<file path="src/rtl/pwm_bank_pkg.sv">
// Shared constants for the PWM bank: register map, ctrl bit positions and
// the counter mode enumeration.
package pwm_bank_pkg;

    localparam logic [7:0] AddrOutEn    = 8'h00;
    localparam logic [7:0] AddrPwmEn    = 8'h04;
    localparam logic [7:0] AddrPeriod   = 8'h08;
    localparam logic [7:0] AddrPrescale = 8'h09;
    localparam logic [7:0] AddrCtrl     = 8'h0A;
    localparam logic [7:0] AddrDuty     = 8'h10;

    localparam int unsigned CtrlCenter = 0;
    localparam int unsigned CtrlRun    = 1;

    typedef enum logic {
        ModeEdge   = 1'b0,
        ModeCenter = 1'b1
    } mode_e;

endpackage

</file>
<file path="src/rtl/pwm_bank_if.sv">
// Register write port and channel outputs of the PWM bank.
interface pwm_bank_if #(
    parameter int unsigned NUM_CH = 16
) ();

    logic              wr_en;
    logic [7:0]        wr_addr;
    logic [7:0]        wr_data;
    logic [NUM_CH-1:0] out;
    logic              cycle_start;

    modport master (
        output wr_en, wr_addr, wr_data,
        input  out, cycle_start
    );

    modport slave (
        input  wr_en, wr_addr, wr_data,
        output out, cycle_start
    );

endinterface

</file>
<file path="src/rtl/pwm_timebase.sv">
// Prescaler plus edge-aligned (up) or center-aligned (up/down) period counter.
// boundary flags the tick on which the counter returns to 0.
module pwm_timebase
    import pwm_bank_pkg::*;
#(
    parameter int unsigned CNT_W = 8
) (
    input  logic             clk,
    input  logic             rst,
    input  logic             run,
    input  mode_e            mode,
    input  logic [CNT_W-1:0] period,
    input  logic [7:0]       prescale,
    output logic [CNT_W-1:0] count,
    output logic             tick,
    output logic             boundary
);

    logic [7:0]       psc_q, psc_d;
    logic [CNT_W-1:0] cnt_q, cnt_d;
    logic             down_q, down_d;

    always_comb begin
        // >= so a prescale lowered below the running count still ticks
        tick     = run && (psc_q >= prescale);
        psc_d    = (!run || tick) ? 8'd0 : psc_q + 8'd1;
        cnt_d    = cnt_q;
        down_d   = down_q;
        boundary = 1'b0;
        if (!run) begin
            cnt_d  = '0;
            down_d = 1'b0;
        end else if (tick) begin
            if (cnt_q > period || period == '0) begin
                boundary = 1'b1;
            end else if (mode == ModeEdge) begin
                down_d = 1'b0;
                if (cnt_q == period) boundary = 1'b1;
                else                 cnt_d = cnt_q + CNT_W'(1);
            end else if (!down_q) begin
                if (cnt_q != period) begin
                    cnt_d = cnt_q + CNT_W'(1);
                end else if (cnt_q == CNT_W'(1)) begin
                    boundary = 1'b1;
                end else begin
                    cnt_d  = cnt_q - CNT_W'(1);
                    down_d = 1'b1;
                end
            end else if (cnt_q <= CNT_W'(1)) begin
                boundary = 1'b1;
            end else begin
                cnt_d = cnt_q - CNT_W'(1);
            end
            if (boundary) begin
                cnt_d  = '0;
                down_d = 1'b0;
            end
        end
    end

    always_ff @(posedge clk or posedge rst) begin
        if (rst) begin
            psc_q  <= 8'd0;
            cnt_q  <= '0;
            down_q <= 1'b0;
        end else begin
            psc_q  <= psc_d;
            cnt_q  <= cnt_d;
            down_q <= down_d;
        end
    end

    assign count = cnt_q;

endmodule

</file>
<file path="src/rtl/pwm_bank.sv">
// Bank of NUM_CH PWM channels sharing one timebase; duty/period writes are
// shadowed and take effect at the next period boundary.
module pwm_bank
    import pwm_bank_pkg::*;
#(
    parameter int unsigned NUM_CH = 16,
    parameter int unsigned CNT_W  = 8
) (
    input logic        clk,
    input logic        rst,
    pwm_bank_if.slave  bus
);

    logic [NUM_CH-1:0] out_en_q, out_en_d, pwm_en_q, pwm_en_d, out_q, out_d;
    logic [CNT_W-1:0]  period_sh_q, period_sh_d, period_q, period_d;
    logic [CNT_W-1:0]  duty_sh_q [NUM_CH];
    logic [CNT_W-1:0]  duty_sh_d [NUM_CH];
    logic [CNT_W-1:0]  duty_q    [NUM_CH];
    logic [CNT_W-1:0]  duty_d    [NUM_CH];
    logic [7:0]        prescale_q, prescale_d;
    logic [1:0]        ctrl_q, ctrl_d;
    logic              cycle_start_q;
    logic              run, tick, boundary;
    mode_e             mode;
    logic [CNT_W-1:0]  count;

    assign run  = ctrl_q[CtrlRun];
    assign mode = mode_e'(ctrl_q[CtrlCenter]);

    pwm_timebase #(
        .CNT_W (CNT_W)
    ) u_timebase (
        .clk      (clk),
        .rst      (rst),
        .run      (run),
        .mode     (mode),
        .period   (period_q),
        .prescale (prescale_q),
        .count    (count),
        .tick     (tick),
        .boundary (boundary)
    );

    always_comb begin
        out_en_d    = out_en_q;
        pwm_en_d    = pwm_en_q;
        period_sh_d = period_sh_q;
        duty_sh_d   = duty_sh_q;
        prescale_d  = prescale_q;
        ctrl_d      = ctrl_q;
        if (bus.wr_en) begin
            for (int i = 0; i < NUM_CH; i++) begin
                if (bus.wr_addr == AddrOutEn + 8'(i / 8)) out_en_d[i] = bus.wr_data[i[2:0]];
                if (bus.wr_addr == AddrPwmEn + 8'(i / 8)) pwm_en_d[i] = bus.wr_data[i[2:0]];
                if (bus.wr_addr == AddrDuty + 8'(i)) duty_sh_d[i] = bus.wr_data[CNT_W-1:0];
            end
            if (bus.wr_addr == AddrPeriod)   period_sh_d = bus.wr_data[CNT_W-1:0];
            if (bus.wr_addr == AddrPrescale) prescale_d  = bus.wr_data;
            if (bus.wr_addr == AddrCtrl)     ctrl_d      = bus.wr_data[1:0];
        end
    end

    // A shadow write landing on the boundary edge itself misses this copy.
    always_comb begin
        period_d = period_q;
        duty_d   = duty_q;
        if (!run || (tick && boundary)) begin
            period_d = period_sh_q;
            duty_d   = duty_sh_q;
        end
    end

    always_comb begin
        out_d = '0;
        for (int i = 0; i < NUM_CH; i++) begin
            out_d[i] = out_en_q[i] & (~pwm_en_q[i] | (run & (count < duty_q[i])));
        end
    end

    always_ff @(posedge clk or posedge rst) begin
        if (rst) begin
            out_en_q      <= '0;
            pwm_en_q      <= '0;
            period_sh_q   <= '1;
            period_q      <= '1;
            prescale_q    <= 8'd0;
            ctrl_q        <= 2'b10;
            out_q         <= '0;
            cycle_start_q <= 1'b0;
            for (int i = 0; i < NUM_CH; i++) begin
                duty_sh_q[i] <= '0;
                duty_q[i]    <= '0;
            end
        end else begin
            out_en_q      <= out_en_d;
            pwm_en_q      <= pwm_en_d;
            period_sh_q   <= period_sh_d;
            period_q      <= period_d;
            prescale_q    <= prescale_d;
            ctrl_q        <= ctrl_d;
            out_q         <= out_d;
            cycle_start_q <= tick & boundary;
            duty_sh_q     <= duty_sh_d;
            duty_q        <= duty_d;
        end
    end

    assign bus.out         = out_q;
    assign bus.cycle_start = cycle_start_q;

endmodule

</file>
<file path="src/flat_wrapper.sv">
// flat-port wrapper written by rule: the top's interface ports become plain ports
module pwm_bank_flat import pwm_bank_pkg::*;
#(
    parameter int unsigned NUM_CH = 16,
    parameter int unsigned CNT_W  = 8
)
  (clk, rst, bus_wr_en, bus_wr_addr, bus_wr_data, bus_out, bus_cycle_start);
  pwm_bank_if #(.NUM_CH(NUM_CH)) bus_i ();
  input logic clk;
  input logic rst;
  input wire logic [$bits(bus_i.wr_en)-1:0] bus_wr_en;
  input wire logic [$bits(bus_i.wr_addr)-1:0] bus_wr_addr;
  input wire logic [$bits(bus_i.wr_data)-1:0] bus_wr_data;
  output wire logic [$bits(bus_i.out)-1:0] bus_out;
  output wire logic [$bits(bus_i.cycle_start)-1:0] bus_cycle_start;
  assign bus_i.wr_en = bus_wr_en;
  assign bus_i.wr_addr = bus_wr_addr;
  assign bus_i.wr_data = bus_wr_data;
  assign bus_out = bus_i.out;
  assign bus_cycle_start = bus_i.cycle_start;
  pwm_bank #(.NUM_CH(NUM_CH), .CNT_W(CNT_W)) u_core (.clk(clk), .rst(rst), .bus(bus_i));
endmodule
</file>
<file path="config.mk">
export PLATFORM = sky130hd
export DESIGN_NAME = pwm_bank_flat
export DESIGN_NICKNAME = d
export VERILOG_FILES = /design/src/rtl/pwm_bank_pkg.sv /design/src/rtl/pwm_bank_if.sv /design/src/rtl/pwm_timebase.sv /design/src/rtl/pwm_bank.sv /design/src/flat_wrapper.sv
export SDC_FILE = /design/constraint.sdc
export NUM_CORES = 1
export LEC_CHECK = 0
export ABC_CLOCK_PERIOD_IN_PS = 36200
export BUFFER_PORTS_ARGS = -buffer_cell sky130_fd_sc_hd__clkbuf_2
export CAP_MARGIN = 10
export CORE_MARGIN = 1.5
export CORE_UTILIZATION = 67
export CTS_BUF_LIST = sky130_fd_sc_hd__clkbuf_2
export DETAILED_ROUTE_END_ITERATION = 10
export PLACE_DENSITY_LB_ADDON = 0.08
export SLEW_MARGIN = 5
export SYNTH_ARGS = -nofsm -noshare
export SYNTH_HDL_FRONTEND = slang
export SYNTH_SLANG_ARGS = --single-unit
</file>
<file path="constraint.sdc">
create_clock -name clk -period 36.2 [get_ports clk]
set_input_delay 7.24 -clock clk [delete_from_list [all_inputs] [get_ports clk]]
set_output_delay 7.24 -clock clk [all_outputs]
set_load 0.01 [all_outputs]
</file>
==> results of run 1 <==
layer usage:
layer | vias up | part of all wire | GRT usage
met5 | - | 0 | 0
met4 | 0 | 0.021 | 0.0992
met3 | 56 | 0.038 | 0.0475
met2 | 215 | 0.49 | 0.466
met1 | 5328 | 0.45 | 0.379
li1 | 4919 | - | -
metrics by stage:
step | util | total power [mW]
finish | 0.733 | 0.794
global route | 0.733 | 0.836
CTS | 0.733 | 0.803
detailed placement | 0.699 | 0.516
global placement | 0.699 | 0.512
floorplan | - | 0.494
registers in the layout, summed over array words and instances (netlist names):
name	cells
u_core.bus.cycle_start	1
u_core.u_timebase.down_q	1
u_core.period_sh_q	8
u_core.duty_sh_q	128
u_core.u_timebase.psc_q	8
u_core.prescale_q	8
u_core.u_timebase.count	8
u_core.ctrl_q	2
u_core.period_q	8
u_core.bus.out	16
u_core.out_en_q	16
u_core.duty_q	128
u_core.pwm_en_q	16
cell families (layout without fill, tap and decap cells):
logic type / after synthesis / count (layout) / share of synthesized area
flip-flops: 348 / 348 / 0.502
multiplexers: 292 / 292 / 0.217
buffers and inverters: 224 / 377 / 0.0620
AO/OA/AOI/OAI: 195 / 195 / 0.0774
AND/OR/NAND/NOR: 154 / 154 / 0.0430
adder cells (fa/ha/maj): 132 / 132 / 0.0950
XOR/XNOR: 7 / 7 / 0.00353
other: 0 / 1 / 0
power breakdown:
group / switching [mW] / internal [mW] / leakage [nW]
Clock: 0.155 / 0.130 / 0.636
Sequential: 0.0121 / 0.410 / 4.57
Combinational: 0.0469 / 0.0395 / 4.35
Total: 0.214 / 0.579 / 9.55
cells in the final DEF, fill, tap and decap left out, drive strengths merged, types with 12 or more instances in the layout:
cell type,n
a2111oi,16
a21boi,35
a22o,19
a31o,19
buf,13
clkbuf,167
clkinv,12
dfrtp,331
dfstp,17
ha,132
inv,180
mux2,290
nand2,65
nand2b,22
nand3,12
nor2,21
o21ai,79
worst max-delay path by stage:
| stage | cells past startpoint | end | slack (ns) | startpoint |
|---|---|---|---|---|
| after detailed placement | 7 | u_core.duty_sh_q[41]$_DFFE_PP0P_ | 26.66 | bus_wr_addr[6] |
| after global routing | 6 | u_core.prescale_q[0]$_DFFE_PP0P_ | 27.48 | bus_wr_addr[6] |
| after floorplan | 1 | u_core.bus.cycle_start$_DFF_PP0_ | 19.34 | rst |
| after global placement | 7 | u_core.duty_sh_q[9]$_DFFE_PP0P_ | 26.72 | bus_wr_addr[6] |
| final | 1 | bus_out[15] | 27.58 | u_core.bus.out[15]$_DFF_PP0_ |
| after CTS | 1 | bus_out[13] | 27.49 | u_core.bus.out[13]$_DFF_PP0_ |
area by class of cell:
cell class / count / area [um2]
sequential: 348 / 8730
multi-input combinational: 780 / 7590
fill: 1784 / 6770
inverter: 181 / 687
clock buffer: 132 / 661
tap: 330 / 413
timing repair buffer: 48 / 285
clock inverter: 16 / 191
antenna: 1 / 2.50
==> metrics.yaml, run 1 <==
run_status:
  status: "completed"
logic_synthesis:
  yosysSeqAreaShare: 0.502
  yosysWarningCount: 0
  avgSynthCellArea_um2: 12.9
  netlist_instances: 1352
  synth_async_sr_flop_share: 1.00
  synth_fp_nets: 1503
  synth_top_area_frac: 0.476
  yosys.area.top_type: "dfrtp_1"
  synth_area_mm2: 0.0174
  synth-seq-cells: 348
  ys.flop_type: "dfrtp_1"
  yosysMostFrequentCell: "dfrtp_1"
  ys_top_cells_by_count: "dfrtp_1, inv_1, mux2_2"
  synth.top_cells.by_area: "dfrtp_1, mux2_4, mux2_2, ha_1, inv_1"
  synthDistinctLibCells: 54
  synth_edf_count: 0
pwr:
  power_density_mw_per_mm2: 42.8
  vdd_drop_max_mv: 0.0272
  p_leak_nw: 9.55
sta:
  max_slew.worst_pin.slew_ns: 1.08
  fin_tns_setup_ns: 0
  hold_violations: 0
  layout_setup_ws_ns: 27.58
  max_freq_ghz: 0.116
  min_period_ns: 8.62
  whs_ns: 0.488
  fin_crit_sh: 0.238
  final_max_slew_viol_count: 0
  skew_ns: 0.0574
  rsz0062_at_grt: "false"
  setup-violations-final: 0
  max_slew_margin: 0.279
final_layout:
  layout.nets: 1598
  drive_gt1_frac: 0.345
  design_area_mm2: 0.0186
  area.growth.synth_to_final_pct: 6.74
  fin_cells: 1836
clock_network:
  insertion_delay_ns: 0.88
  clk_pin_slew_ns: 0.12
  numCtsBuffers: 88
  ctsHoldBuffers: 0
  cts.sinks: 348
  cts.htree.levels: 3
  cts_root_buffer: "clkbuf_2"
  cts_resized: 0
  cts_tree: "built"
  postCtsSetupBuffers: 0
  cts_buffer_depth: 3
min_path:
  min_to: "u_core.duty_q[124]$_DFFE_PP0P_"
  hold_class: "reg2reg"
  min_path_cells: 1
  hold_start: "u_core.duty_sh_q[124]$_DFFE_PP0P_"
detailed_routing:
  drc_errors: 0
  drt_iter0_drc: 749
  detail-route-antenna-nets: 0
  routed_wl_um: 35800
  via_per_inst: 5.73
  vias: 10500
  wl_per_cell_um: 19.5
  drt_first_pass_iters: 5
placement:
  dpl.hpwl_um: 21900
  io_buffers: 35
  dpl.cell_count: 1687
  place_area_mm2: 0.0177
  place_congestion: 0.858
  dp_slack_ns: 26.66
setup_path:
  crit_fanout: 1
  crit_path_start_kind: "flip-flop"
  required_ns: 28.96
  path_class: "reg2out"
  path_delay_family: "flip-flops"
  r2r_slack_ns: 31.30
  regToRegStartpoint: "u_core.u_timebase.count[1]$_DFFE_PP0P_"
  timing.critical_path.buf_inv: 1
  cp_data_arrival_time_ns: 1.38
  worstSetupEndpointType: "output port"
  cp_slowest_cell: "dfrtp_1"
  worstPathCellList: "clkbuf_2"
  r2r_end: "u_core.duty_q[15]$_DFFE_PP0P_"
  max_stage_delay_ns: 0.38
  worstRegToRegCells: 10
global_route:
  grt_pass1_vias: 10800
  grt_use_total: 0.282
  antenna_found_initial: 1
  grt_pass1_wl_um: 57300
  grt_overflow: 0
  grt_max_degree: 146
floorplan:
  boundaryPins: 36
  rows: 58
  start_util: 0.686
  core-area_mm2: 0.0253
  die_x_um: 164
  dieArea_mm2: 0.0269
  dieHeight_um: 164
job:
  maxCapViolCount: 0
Power figures use the tool's default switching activity.
==> run 2, diff against run 1 <==
--- a/config.mk
+++ b/config.mk
@@ -5,11 +5,11 @@
 export SDC_FILE = /design/constraint.sdc
 export NUM_CORES = 1
 export LEC_CHECK = 0
-export ABC_CLOCK_PERIOD_IN_PS = 36200
+export ABC_CLOCK_PERIOD_IN_PS = 8200
 export BUFFER_PORTS_ARGS = -buffer_cell sky130_fd_sc_hd__clkbuf_2
 export CAP_MARGIN = 10
 export CORE_MARGIN = 1.5
-export CORE_UTILIZATION = 67
+export CORE_UTILIZATION = 65
 export CTS_BUF_LIST = sky130_fd_sc_hd__clkbuf_2
 export DETAILED_ROUTE_END_ITERATION = 10
 export PLACE_DENSITY_LB_ADDON = 0.08
==> constraint.sdc (replaced) <==
create_clock -name clk -period 8.2 [get_ports clk]
set_input_delay 1.64 -clock clk [delete_from_list [all_inputs] [get_ports clk]]
set_output_delay 1.64 -clock clk [all_outputs]
set_load 0.01 [all_outputs]
==> run 2 against run 1 <==
Net effect: sequential power increased to 4.4 times the previous value; worst setup slack got worse by 24 ns; sequential share of layout area increased by 0.086 points; die area increased by 3.0%; critical path type is now reg2reg; largest cell class unchanged; highest routed layer unchanged.
==> metrics.yaml, run 2 (synthesis results as in run 1) <==
run_status:
  status: "completed"
detailed_routing:
  drt_first_pass_iters: 7
  drc_errors: 0
  via_per_inst: 5.73
  wl_per_cell_um: 19.4
  detail-route-antenna-nets: 0
  routed_wl_um: 35900
  vias: 10600
  drt_iter0_drc: 703
floorplan:
  rows: 59
  core-area_mm2: 0.0261
  dieArea_mm2: 0.0277
  die_x_um: 167
  boundaryPins: 36
  start_util: 0.665
  dieHeight_um: 167
setup_path:
  path_class: "reg2reg"
  crit_path_start_kind: "flip-flop"
  worstSetupEndpointType: "flip-flop"
  cp_data_arrival_time_ns: 5.88
  required_ns: 8.97
  crit_fanout: 47
sta:
  fin_tns_setup_ns: 0
  max_slew.worst_pin.slew_ns: 1.21
  final_max_slew_viol_count: 0
  setup-violations-final: 0
  max_freq_ghz: 0.196
  whs_ns: 0.475
  skew_ns: 0.0540
  fin_crit_sh: 0.623
  rsz0062_at_grt: "false"
  max_slew_margin: 0.191
  hold_violations: 0
  min_period_ns: 5.11
global_route:
  grt_pass1_wl_um: 59000
  grt_pass1_vias: 11200
  grt_use_total: 0.275
  antenna_found_initial: 2
  grt_overflow: 0
  grt_max_degree: 75
placement:
  io_buffers: 35
  place_congestion: 0.856
  dpl.cell_count: 1695
  place_area_mm2: 0.0177
  dpl.hpwl_um: 21800
clock_network:
  cts_tree: "built"
  cts_root_buffer: "clkbuf_2"
  cts_buffer_depth: 3
  ctsHoldBuffers: 0
  cts.sinks: 348
  cts_resized: 0
  cts.htree.levels: 3
  insertion_delay_ns: 0.89
  clk_pin_slew_ns: 0.10
  numCtsBuffers: 90
  postCtsSetupBuffers: 0
final_layout:
  layout.nets: 1603
  most-common-layout-cells: "dfrtp_1, inv_1, clkbuf_2, mux2_2, ha_1"
  design_area_mm2: 0.0185
  fin_cells: 1849
  multi_input_area_mm2: 0.00759
  top_regs: "u_core.duty_q: 128 flops, u_core.duty_sh_q: 128 flops"
  drive_gt1_frac: 0.347
  area.growth.synth_to_final_pct: 6.55
  final_common_cell: "dfrtp_1"
  fill_cells: 1918
  seq_area_mm2: 0.00873
pwr:
  vdd_drop_max_mv: 0.135
  p_leak_nw: 9.53
  power_density_mw_per_mm2: 185
  finalPower_mw: 3.42
min_path:
  hold_class: "reg2reg"
job:
  maxCapViolCount: 0
-- run 2: where the power goes --
| part | leakage, nW | switching, mW | internal (mW) |
|---|---|---|---|
| clock | 0.614 | 0.696 | 0.488 |
| sequential | 4.57 | 0.0514 | 1.81 |
| combinational | 4.35 | 0.205 | 0.174 |
| total | 9.53 | 0.953 | 2.47 |
-- run 2: layout make-up --
type | count | area share
diodes | 1 | 0.000135
clock buffers | 131 | 0.0354
clock inverters | 22 | 0.00811
inverters | 181 | 0.0369
multi-input cells | 780 | 0.410
flip-flops and latches | 348 | 0.471
well taps | 335 | 0.0226
repair buffers | 51 | 0.0159
-- run 2: per-layer routing --
metal | track usage | up-vias | part of all wire
met5 | 0 | - | 0
met4 | 0.104 | 0 | 0.026
met3 | 0.0501 | 77 | 0.046
met2 | 0.453 | 240 | 0.48
met1 | 0.365 | 5340 | 0.44
li1 | - | 4938 | -
-- run 2: path summary, 6_finish.rpt --
check / start / end / slack (ns) / cells after the start
setup / recovery: u_core.u_timebase.count[0]$_DFFE_PP0P_ / u_core.duty_q[31]$_DFFE_PP0P_ / 3.09 / 9
hold / removal: u_core.duty_sh_q[65]$_DFFE_PP0P_ / u_core.duty_q[65]$_DFFE_PP0P_ / 0.47 / 1
setup reg to reg: u_core.u_timebase.count[0]$_DFFE_PP0P_ / u_core.duty_q[31]$_DFFE_PP0P_ / 3.09 / 9
hold reg to reg: u_core.duty_sh_q[65]$_DFFE_PP0P_ / u_core.duty_q[65]$_DFFE_PP0P_ / 0.47 / 1
max in group asynchronous: rst / u_core.duty_q[120]$_DFFE_PP0P_ / 5.58 / 4
min in group asynchronous: rst / u_core.duty_sh_q[101]$_DFFE_PP0P_ / 0.64 / 2
-- run 2: worst max-delay path, stage by stage (launching register included) --
cell and delay [ns]:
dfrtp_1 0.53, clkinv_1 0.77, ha_1 0.63, and3_1 0.16, o21ai_0 0.07, a311o_1 0.35
o2111a_2 0.24, o21ai_4 0.95, buf_4 0.88, mux2_2 0.41
-- run 2: metrics by stage --
stage	setup WS (ns)	util
floorplan	1.92	-
global placement	3.23	0.678
detailed placement	3.14	0.678
CTS	3.16	0.709
global route	2.94	0.709
finish	3.09	0.709
==> run 3, diff against run 2 <==
--- a/config.mk
+++ b/config.mk
@@ -5,7 +5,8 @@
 export SDC_FILE = /design/constraint.sdc
 export NUM_CORES = 1
 export LEC_CHECK = 0
-export ABC_CLOCK_PERIOD_IN_PS = 8200
+export ABC_AREA = 1
+export ABC_CLOCK_PERIOD_IN_PS = 4750
 export BUFFER_PORTS_ARGS = -buffer_cell sky130_fd_sc_hd__clkbuf_2
 export CAP_MARGIN = 10
 export CORE_MARGIN = 1.5
==> constraint.sdc (replaced) <==
create_clock -name clk -period 4.75 [get_ports clk]
set_input_delay 0.95 -clock clk [delete_from_list [all_inputs] [get_ports clk]]
set_output_delay 0.95 -clock clk [all_outputs]
set_load 0.01 [all_outputs]
==> run 3 against run 2 <==
Net effect: maximum frequency up 57%; wire length up 13%; sequential power up 74%; via count up 26%; first-iteration DRC count up 65%; critical path depth up 1; synthesized cell count up 45%; clock skew up 0.0082 ns; worst hold slack worse by 0.36 ns; utilization up 0.11 points; sequential share of layout area up 1.4 points.
==> metrics.yaml, run 3 <==
run_status:
  status: "completed"
sta:
  whs_ns: 0.111
  rsz0062_at_grt: "false"
  hold_violations: 0
  fin_tns_setup_ns: 0
  max_slew_margin: 0.144
  max_slew.worst_pin.slew_ns: 1.28
  setup-violations-final: 0
  final_max_slew_viol_count: 0
  fin_crit_sh: 0.684
  max_freq_ghz: 0.308
  min_period_ns: 3.25
  skew_ns: 0.0622
detailed_routing:
  detail-route-antenna-nets: 0
  via_per_inst: 5.54
  drt_iter0_drc: 1160
  wl_per_cell_um: 16.8
  drt_first_pass_iters: 5
  vias: 13300
  drc_errors: 0
  routed_wl_um: 40600
logic_synthesis:
  ys.flop_type: "dfrtp_1"
  synthDistinctLibCells: 36
  yosysWarningCount: 0
  synth_area_mm2: 0.0169
  netlist_instances: 1962
  yosysSeqAreaShare: 0.517
  ys_top_cells_by_count: "nand2_1, dfrtp_1, inv_1"
  synth_fp_nets: 2113
  synth_top_area_frac: 0.490
  yosysMostFrequentCell: "nand2_1"
  synth-seq-cells: 348
  synth.top_cells.by_area: "dfrtp_1, nand2_1, ha_1, nand3_1, inv_1"
  synth_edf_count: 0
  avgSynthCellArea_um2: 8.61
  yosys.area.top_type: "dfrtp_1"
  synth_async_sr_flop_share: 1.00
floorplan:
  dieArea_mm2: 0.0270
  die_x_um: 164
  core-area_mm2: 0.0253
  rows: 58
  dieHeight_um: 164
  boundaryPins: 36
  start_util: 0.667
final_layout:
  utilization: 0.710
  top_regs: "u_core.duty_q: 128 flops, u_core.duty_sh_q: 128 flops"
  drive_gt1_frac: 0.111
  fill_cells: 2053
  final_common_cell: "nand2_1"
  layout.nets: 2166
  area.growth.synth_to_final_pct: 6.44
  design_area_mm2: 0.0180
  most-common-layout-cells: "nand2_1, dfrtp_1, inv_1, nand3_1, clkbuf_2"
setup_path:
  worstPathCellList: "inv_1 > ha_1 > o21ai_0 > o21ai_1 > nor2_4 > nand3_4 > nand2_4 > buf_12 > nand2_1 > nand2_1"
  cp_data_arrival_time_ns: 4.02
  cp_common_cell: "nand2_1"
  max_stage_delay_ns: 0.73
  crit_path_start_kind: "flip-flop"
  cp_slowest_cell: "dfrtp_1"
  path_class: "reg2reg"
  crit_fanout: 102
  worstSetupEndpointType: "flip-flop"
  worstRegToRegCells: 10
  required_ns: 5.52
clock_network:
  insertion_delay_ns: 0.88
  numCtsBuffers: 87
  cts_buffer_depth: 3
  ctsHoldBuffers: 0
  cts.htree.levels: 3
  postCtsSetupBuffers: 0
  clk_pin_slew_ns: 0.11
  cts_root_buffer: "clkbuf_2"
  cts_resized: 0
  cts_tree: "built"
  cts.sinks: 348
placement:
  place_congestion: 0.856
  place_area_mm2: 0.0172
  io_buffers: 35
  dpl.hpwl_um: 24500
pwr:
  power_density_mw_per_mm2: 323
  finalPower_mw: 5.80
  p_leak_nw: 9.47
  vdd_drop_max_mv: 0.219
global_route:
  antenna_found_initial: 1
  grt_use_total: 0.321
  grt_max_degree: 151
  grt_pass1_wl_um: 66000
  grt_pass1_vias: 13100
  grt_overflow: 0
min_path:
  hold_class: "in2async"
job:
  maxCapViolCount: 0
==> run 3: changes by cell type after synthesis, moves of 102 or more <==
cell,before,now
mux2_2,161,0
o21ai_1,0,118
a21oi_1,8,110
nand3_1,12,178
mux2_4,129,0
nand2_1,65,589
==> run 3: layer usage <==
layer | up-vias | global-route usage | share of wire
met2 | 412 | 0.517 | 0.46
li1 | 6495 | - | -
met4 | 0 | 0.137 | 0.036
met5 | - | 0 | 0
met3 | 105 | 0.0654 | 0.073
met1 | 6328 | 0.424 | 0.43
==> run 3: path summary, 6_finish.rpt <==
check | startpoint | end | slack (ns)
setup / recovery | u_core.u_timebase.count[1]$_DFFE_PP0P_ | u_core.period_q[4]$_DFFE_PP1P_ | 1.50
hold / removal | rst | u_core.duty_q[51]$_DFFE_PP0P_ | 0.11
setup reg to reg | u_core.u_timebase.count[1]$_DFFE_PP0P_ | u_core.period_q[4]$_DFFE_PP1P_ | 1.50
hold reg to reg | u_core.pwm_en_q[3]$_DFFE_PP0P_ | u_core.bus.out[3]$_DFF_PP0_ | 0.45
max in group asynchronous | rst | u_core.duty_sh_q[112]$_DFFE_PP0P_ | 3.40
min in group clk | bus_wr_data[4] | u_core.out_en_q[12]$_DFFE_PP0P_ | 0.35
==> run 3: cell families (layout without fill, tap and decap cells) <==
kind of cell,count (synthesis),in the layout,share of synthesized area
adder cells (fa/ha/maj),132,132,0.0978
buffers and inverters,278,393,0.0692
AO/OA/AOI/OAI,289,289,0.0885
flip-flops,348,348,0.517
AND/OR/NAND/NOR,912,912,0.226
XOR/XNOR,3,3,0.00156
other,0,1,0
==> run 3: area by class of cell <==
cell class              instances  area, um2  area share
flip-flops and latches        348       8730       0.486
clock buffers                 125        626      0.0348
clock inverters                26        134     0.00745
multi-input cells            1336       7000       0.389
well taps                     330        413      0.0230
diodes                          1       2.50    0.000139
repair buffers                 53        360      0.0200
inverters                     189        713      0.0397
==> run 3: per-stage QoR <==
step                instances  setup WS [ns]
finish                   2408           1.50
global route             2408           1.29
CTS                      2407           1.54
detailed placement       2256           1.55
global placement         2256           1.59
floorplan                1962         -0.845
==> run 3: worst max-delay path: cells and delay by family (launching register included) <==
kind | cells | cell delay, ns
AOI/OAI and AO/OA | 2 | 0.30
and+or+nand+nor | 5 | 1.24
DFF | 1 | 0.73
adders and majority gates | 1 | 0.25
buffers and inverters | 2 | 0.57
==> run 3: report_power, final <==
part | switching (mW) | internal, mW | total [mW]
Combinational | 0.417 | 0.205 | 0.622
Sequential | 0.0936 | 3.14 | 3.24
Clock | 1.19 | 0.757 | 1.94
Total | 1.70 | 4.11 | 5.80
